<file path="config.mk">
export PLATFORM = sky130hd
export DESIGN_NAME = pc_sequencer
export DESIGN_NICKNAME = d
export VERILOG_FILES = /design/src/rtl/pc_sequencer.sv
export SDC_FILE = /design/constraint.sdc
export NUM_CORES = 1
export LEC_CHECK = 0
export BUFFER_PORTS_ARGS = -buffer_cell sky130_fd_sc_hd__buf_4
export CAP_MARGIN = 20
export CORE_MARGIN = 2
export CORE_UTILIZATION = 30
export DETAILED_ROUTE_END_ITERATION = 16
export PLACE_DENSITY = 0.66
export SLEW_MARGIN = 20
export SYNTH_ARGS = -nofsm -noshare
export SYNTH_HDL_FRONTEND = slang
export SYNTH_SLANG_ARGS = --single-unit
</file>
<file path="constraint.sdc">
create_clock -name clk -period 3.68 [get_ports clk]
set_input_delay 0.92 -clock clk [delete_from_list [all_inputs] [get_ports clk]]
set_output_delay 0.92 -clock clk [all_outputs]
set_load 0.05 [all_outputs]
</file>
<file path="src/rtl/pc_sequencer.sv">
// Instruction sequencer: FETCH/DECODE/EXEC/UPDATE loop, 4 cycles per non-ALU instruction, ALU adds wait cycles.
// Stalls in FETCH on instr_valid and in EXEC on alu_done (16-cycle watchdog); HALT is terminal until rst.
module pc_sequencer (
  input  logic        clk,
  input  logic        rst,
  input  logic        start,
  input  logic [31:0] instr,
  input  logic        instr_valid,
  input  logic        alu_done,
  input  logic [31:0] incr_pc,
  output logic [31:0] pc,
  output logic        fetch_req,
  output logic [1:0]  counter_selector,
  output logic [2:0]  brtype,
  output logic [15:0] branch_label,
  output logic [25:0] jmp_label,
  output logic        alu_start,
  output logic        pc_update,
  output logic        halted,
  output logic [1:0]  error,
  output logic [15:0] retired
);

  typedef enum logic [2:0] {
    IDLE, FETCH, DECODE, EXEC, UPDATE, HALT
  } state_t;

  localparam logic [1:0] ERR_ILLEGAL = 2'd1;
  localparam logic [1:0] ERR_TIMEOUT = 2'd2;
  localparam logic [4:0] WD_LIMIT    = 5'd16;

  state_t      state_q, state_d;
  logic        is_alu;
  logic [4:0]  wd_cnt;

  logic [5:0]  opcode;
  logic [1:0]  dec_sel;
  logic [2:0]  dec_br;
  logic        dec_alu, dec_halt, dec_ill;

  logic        dec_en, wd_clr, wd_inc, pc_ld, ret_inc, err_wr;
  logic [1:0]  err_val;

  assign opcode = instr[31:26];

  always_comb begin
    dec_sel  = 2'd0;
    dec_br   = 3'd0;
    dec_alu  = 1'b0;
    dec_halt = 1'b0;
    dec_ill  = 1'b0;
    if (opcode <= 6'h0F) begin
      dec_alu = 1'b1;
    end else if (opcode == 6'h10) begin
      dec_sel = 2'd1;
    end else if (opcode == 6'h11) begin
      dec_sel = 2'd2;
    end else if (opcode >= 6'h18 && opcode <= 6'h1D) begin
      dec_br = opcode[2:0] + 3'd1;
    end else if (opcode == 6'h3F) begin
      dec_halt = 1'b1;
    end else begin
      dec_ill = 1'b1;
    end
  end

  always_ff @(posedge clk or posedge rst) begin
    if (rst) state_q <= IDLE;
    else     state_q <= state_d;
  end

  always_comb begin
    state_d   = state_q;
    fetch_req = 1'b0;
    alu_start = 1'b0;
    pc_update = 1'b0;
    halted    = 1'b0;
    dec_en    = 1'b0;
    wd_clr    = 1'b0;
    wd_inc    = 1'b0;
    pc_ld     = 1'b0;
    ret_inc   = 1'b0;
    err_wr    = 1'b0;
    err_val   = 2'd0;
    case (state_q)
      IDLE: begin
        if (start) state_d = FETCH;
      end
      FETCH: begin
        fetch_req = 1'b1;
        if (instr_valid) state_d = DECODE;
      end
      DECODE: begin
        dec_en = 1'b1;
        wd_clr = 1'b1;
        if (dec_ill) begin
          state_d = HALT;
          err_wr  = 1'b1;
          err_val = ERR_ILLEGAL;
        end else if (dec_halt) begin
          state_d = HALT;
          ret_inc = 1'b1;
        end else begin
          state_d = EXEC;
        end
      end
      EXEC: begin
        // wd_cnt==0 marks the entry cycle; alu_done is only honoured after it
        if (!is_alu) begin
          state_d = UPDATE;
        end else if (wd_cnt == 5'd0) begin
          alu_start = 1'b1;
          wd_inc    = 1'b1;
        end else if (alu_done) begin
          state_d = UPDATE;
        end else if (wd_cnt == WD_LIMIT) begin
          state_d = HALT;
          err_wr  = 1'b1;
          err_val = ERR_TIMEOUT;
        end else begin
          wd_inc = 1'b1;
        end
      end
      UPDATE: begin
        pc_update = 1'b1;
        pc_ld     = 1'b1;
        ret_inc   = 1'b1;
        state_d   = FETCH;
      end
      HALT: begin
        halted = 1'b1;
      end
      default: state_d = IDLE;
    endcase
  end

  always_ff @(posedge clk or posedge rst) begin
    if (rst) begin
      pc               <= 32'd0;
      counter_selector <= 2'd0;
      brtype           <= 3'd0;
      branch_label     <= 16'd0;
      jmp_label        <= 26'd0;
      is_alu           <= 1'b0;
      wd_cnt           <= 5'd0;
      error            <= 2'd0;
      retired          <= 16'd0;
    end else begin
      if (dec_en) begin
        counter_selector <= dec_sel;
        brtype           <= dec_br;
        branch_label     <= instr[15:0];
        jmp_label        <= instr[25:0];
        is_alu           <= dec_alu;
      end
      if (wd_clr)      wd_cnt <= 5'd0;
      else if (wd_inc) wd_cnt <= wd_cnt + 5'd1;
      if (pc_ld)   pc      <= incr_pc;
      if (ret_inc) retired <= retired + 16'd1;
      if (err_wr)  error   <= err_val;
    end
  end

endmodule

</file>
Word-level counts from Yosys, hierarchy flattened
Index checks and enable logic that the tools add are counted.
{"block": "word_totals", "word_cells": 91, "output_inout_bits": 101, "register_bits": 106, "in_bits": 69}
{"block": "classes", "eq_ne": 13, "mux": 56, "bitwise_logic": 1, "order_cmp": 3, "n_reduce_logical": 5, "add_sub_neg": 3}
{"op": "$mux W3", "count": 12}
{"op": "$mux W1", "count": 31}
{"op": "$pmux W3 S6", "count": 1}
{"op": "$add A16 B1 Y16 const B", "count": 1}
{"op": "$mux W2", "count": 7}
{"op": "$eq A6 B5 Y1 const B", "count": 2}
{"op": "$mux W5", "count": 2}
{"op": "$eq A3 B2 Y1 const B", "count": 2}
{"op": "$eq A3 B3 Y1 const B", "count": 2}
{"op": "$eq A6 B6 Y1 const B", "count": 1}
{"op": "$ge A6 B5 Y1 const B", "count": 1}
{"op": "$le A6 B4 Y1 const B", "count": 1}
{"op": "$le A6 B5 Y1 const B", "count": 1}
{"op": "$add A5 B1 Y5 const B", "count": 1}
{"op": "$eq A5 B5 Y1 const B", "count": 1}
{"op": "$logic_not A5 Y1", "count": 1}
{"op": "$reduce_and A5 Y1", "count": 1}
{"op": "$ne A2 B2 Y1 const B", "count": 2}
{"op": "$ne A4 B4 Y1 const B", "count": 1}
{"op": "$pmux W1 S2", "count": 2}
{"op": "$pmux W2 S2", "count": 1}
{"op": "$add A3 B1 Y3 const B", "count": 1}
{"op": "$eq A3 B1 Y1 const B", "count": 1}
{"op": "$logic_not A3 Y1", "count": 1}
{"op": "4 further kinds", "count": 4}

Logic depth before layout (Yosys ltp)
{"block": "logic_depth", "depth_word": 9, "ltp_mapped": 6, "ltp_nobuf": 6}

Worst setup path before layout
No wires, ideal clock.
{"block": "synth_path", "path_kind": "register to output", "startpoint": "register wd_cnt[0]", "endpoint": "output alu_start", "arrival_time_ns": 2.142, "slack_ns": 0.618, "stages_incl_launch_ff": 5, "required_ns": 2.760, "cell_sequence": "dfrtp_1 > inv_1 > ha_1 > or3b_2 > nor3_1"}
{"block": "synth_via", "elab_chain_len": 4}
{"element": "from (decl)", "line_no": "34", "source": "logic [4:0] wd_cnt;"}
{"element": "from (signal assigned)", "line_no": "157", "source": "else if (wd_inc) wd_cnt <= wd_cnt + 5'd1;"}
{"element": "$logic_not A5 Y1", "line_no": "111", "source": "end else if (wd_cnt == 5'd0) begin"}
{"element": "$mux W1", "line_no": "111"}
{"element": "$mux W1", "line_no": "109", "source": "if (!is_alu) begin"}
{"element": "$mux W1", "line_no": "85", "source": "case (state_q)"}
{"element": "to (decl)", "line_no": "17", "source": "output logic alu_start,"}
No other way between the ends.

Worst setup path after layout
Ends and elaborated chain as after synthesis.

==> insert_results.sql <==
INSERT INTO impl_metrics (metric_group, metric, value, unit) VALUES
('outcome', 'outcome', 'completed', ''),
('setup_path', 'critPathKind', 'reg2out', ''),
('floorplan', 'die_h', '118.7', 'um'),
('power', 'comb_power_share', '56.0', '%'),
('layout', 'n_fill_cell', '1218', ''),
('setup_path', 'worst-r2r-cell-count', '4', ''),
('routing', 'met3_wirelength', '775', 'um'),
('power', 'power_leakage', '2.850', 'nW'),
('setup_path', 'path_max_fanout', '4', ''),
('layout', 'regArea', '2252', 'um2'),
('setup_path', 'timing.critical_path.arrival', '1.87', 'ns'),
('floorplan', 'effective_utilization_at_floorplan', '31.04', '%'),
('floorplan', 'floorplan.rows', '41', ''),
('sta', 'setup_total_negative_slack', '0', 'ns'),
('setup_path', 'cp-start-kind', 'register', ''),
('global_routing', 'grt_overflow', '0', ''),
('power', 'vdd.ir_drop.worst', '585.5', 'uV'),
('power', 'seq_power_share', '29.2', '%'),
('run', 'cap_viol_max_count', '0', ''),
('routing', 'met1Wirelength', '4.019', 'mm'),
('layout', 'mostFrequentLayoutCell', 'sky130_fd_sc_hd__buf_4', ''),
('setup_path', 'crit_path_top_delay_cell', 'sky130_fd_sc_hd__or3b_2', ''),
('sta', 'timing.fmax', '358.5', 'MHz'),
('sta', 'fin_skew', '0.008471', 'ns'),
('sta', 'final_max_slew_viol_count', '0', ''),
('routing', 'route.antenna.remaining_nets', '0', ''),
('setup_path', 'path_cells', 'inv_1 -> ha_1 -> or3b_2 -> nor3_1 -> buf_4', ''),
('routing', 'route.detailed.wl_per_inst', '13.95', 'um'),
('setup_path', 'crit-reg2reg-capture', 'counter_selector[1]', ''),
('setup_path', 'critical_path.max_stage_delay', '0.49', 'ns'),
('sta', 'finalSetupViolCount', '0', ''),
('sta', 'worst_pin_slew', '0.8565', 'ns'),
('logic_synthesis', 'synth_async_sr_flop_share', '100.0', '%'),
('clocking', 'clk_pin_slew_worst_paths', '0.06', 'ns'),
('routing', 'detail_route.iter0.violations', '129', ''),
('logic_synthesis', 'postSynthNetCount', '430', ''),
('logic_synthesis', 'ys_seq_elements', '90', ''),
('setup_path', 'timing.critical_path.from', 'wd_cnt[0]', ''),
('floorplan', 'floorplan.core_area', '12720', 'um2'),
('logic_synthesis', 'yosys.cell_types.count', '44', ''),
('sta', 'slew-limit-headroom', '42.90', '%'),
('layout', 'layout-area-overhead-vs-synth', '41.00', '%'),
('floorplan', 'die_w', '118.7', 'um'),
('sta', 'finalHoldViolations', '0', ''),
('clocking', 'post_cts_buffers', '0', ''),
('floorplan', 'floorplan.io_pins', '170', ''),
('power', 'pwr_dens', '1035', 'nW/um2'),
('clocking', 'clock_sink_count', '90', ''),
('clocking', 'clock_path_buffers', '2', ''),
('power', 'total_switching_power', '2.905', 'mW'),
('power', 'clkPwrFrac', '14.8', '%'),
('logic_synthesis', 'number_of_enable_type_register_cells_in_the_synthesized_netlist', '0', ''),
('layout', 'final_cell_mix', 'sky130_fd_sc_hd__buf_4, sky130_fd_sc_hd__nand2_1, sky130_fd_sc_hd__dfrtp_1', ''),
('placement', 'gpl_wtd_cong', '0.7740', ''),
('routing', 'top_layer_used', 'met4', ''),
('clocking', 'clock_tree_from_tritoncts', 'done', ''),
('sta', 'layout_min_cycle_time', '2.789', 'ns'),
('power', 'report.power.total', '5.764', 'mW'),
('setup_path', 'critical_path.endpoint', 'alu_start', ''),
('clocking', 'cts_repair_resize_count', '0', ''),
('layout', 'multi_input_area', '1473', 'um2'),
('clocking', 'clock_tree.root_cell', 'sky130_fd_sc_hd__clkbuf_16', ''),
('layout', 'insertedDiodeCount', '0', ''),
('placement', 'dp_hpwl', '7.117', 'mm'),
('clocking', 'htree_num_levels', '3', ''),
('global_routing', 'number_of_antenna_violations_at_the_first_check_in_global_routing', '0', ''),
('routing', 'routed_wl', '9.557', 'mm'),
('clocking', 'clk_latency', '0.34', 'ns'),
('setup_path', 'worst_r2r_startpoint', 'state_q[2]', ''),
('global_routing', 'grt_start_max_net_pins', '50', ''),
('power', 'switching_fraction', '50.39', '%');
[per-stage QoR]
stage / area, um2 / util (%) / worst slack, ns / cells / hold slack [ns]
final: 5568 / 43.76 / 0.8908 / 685 / 0.4793
after detailed placement: 5294 / 41.61 / 1.247 / 669 / 0.4720
after CTS: 5568 / 43.76 / 0.8591 / 685 / 0.4860
after global placement: 5294 / 41.61 / 1.280 / 669 / 0.4650
after global routing: 5568 / 43.76 / 0.7836 / 685 / 0.5008
after floorplan: 3949 / - / 0.4247 / 354 / 0.4489
[cells in the mapped netlist, types with 5 or more instances]
master,number,area (um2)
sky130_fd_sc_hd__nand2_1,97,364.1
sky130_fd_sc_hd__dfrtp_1,90,2252
sky130_fd_sc_hd__mux2_2,32,360.4
sky130_fd_sc_hd__buf_4,19,142.6
sky130_fd_sc_hd__inv_1,11,41.29
sky130_fd_sc_hd__xor2_1,10,87.58
sky130_fd_sc_hd__nand4_1,8,50.05
sky130_fd_sc_hd__ha_1,7,87.58
sky130_fd_sc_hd__xnor2_1,7,61.31
sky130_fd_sc_hd__clkbuf_1,6,22.52
sky130_fd_sc_hd__nor3_1,6,30.03
sky130_fd_sc_hd__mux2i_1,5,50.05
sky130_fd_sc_hd__nor2_1,5,18.77
sky130_fd_sc_hd__nor4_1,5,31.28
sky130_fd_sc_hd__o21ai_0,5,25.02
[power by group through the flow]
stage	Sequential, mW	Combinational, mW	Clock (mW)
2_1_floorplan	2.88	1.17	0
3_3_place_gp	1.68	3.22	0
3_5_place_dp	1.70	3.26	0
4_1_cts	1.69	3.26	0.886
5_1_grt	1.74	3.38	0.934
6_report	1.68	3.23	0.855
[layer usage]
layer  global-route usage [%]  up-vias
met2                    22.84      131
met5                        0        -
met4                    6.845        0
met3                    4.875       14
li1                         -     1486
met1                    16.85     1441
[worst max-delay path, delay by kind of cell (launching register included)]
family        cells  cell delay, ns
simple gates      2            0.65
fa+ha+maj         1            0.16
flops             1            0.42
buf+inv           2            0.30
[worst min path at each step]
stage	end	depth (start not counted)	slack, ns
global route	retired[15]	1	0.50
finish	jmp_label[21]	2	0.48
floorplan	is_alu	2	0.45
global placement	jmp_label[23]	2	0.46
CTS	jmp_label[21]	2	0.49
detailed placement	jmp_label[23]	2	0.47
[final cells by class]
cell class              count  area share, %
flip-flops and latches     90          40.45
multi-input cells         223          26.45
repair buffers            173          23.55
clock buffers              12          4.427
well taps                 172          3.865
inverters                  11         0.7640
clock inverters             4         0.4944
[sequential cells by signal (all words and copies together) (netlist names)]
register / flops
branch_label: 15
brtype: 3
counter_selector: 2
error: 2
is_alu: 1
jmp_label: 11
pc: 32
retired: 16
state_q: 3
wd_cnt: 5
[cell families after synthesis]
| group | after synthesis | share of synthesized area (%) |
|---|---|---|
| simple gates | 142 | 16.73 |
| flops | 90 | 57.03 |
| compound gates | 20 | 4.025 |
| mux | 37 | 10.39 |
| fa+ha+maj | 7 | 2.218 |
| buf+inv | 41 | 5.830 |
| xor+xnor | 17 | 3.771 |
Power figures use the tool's default switching activity.
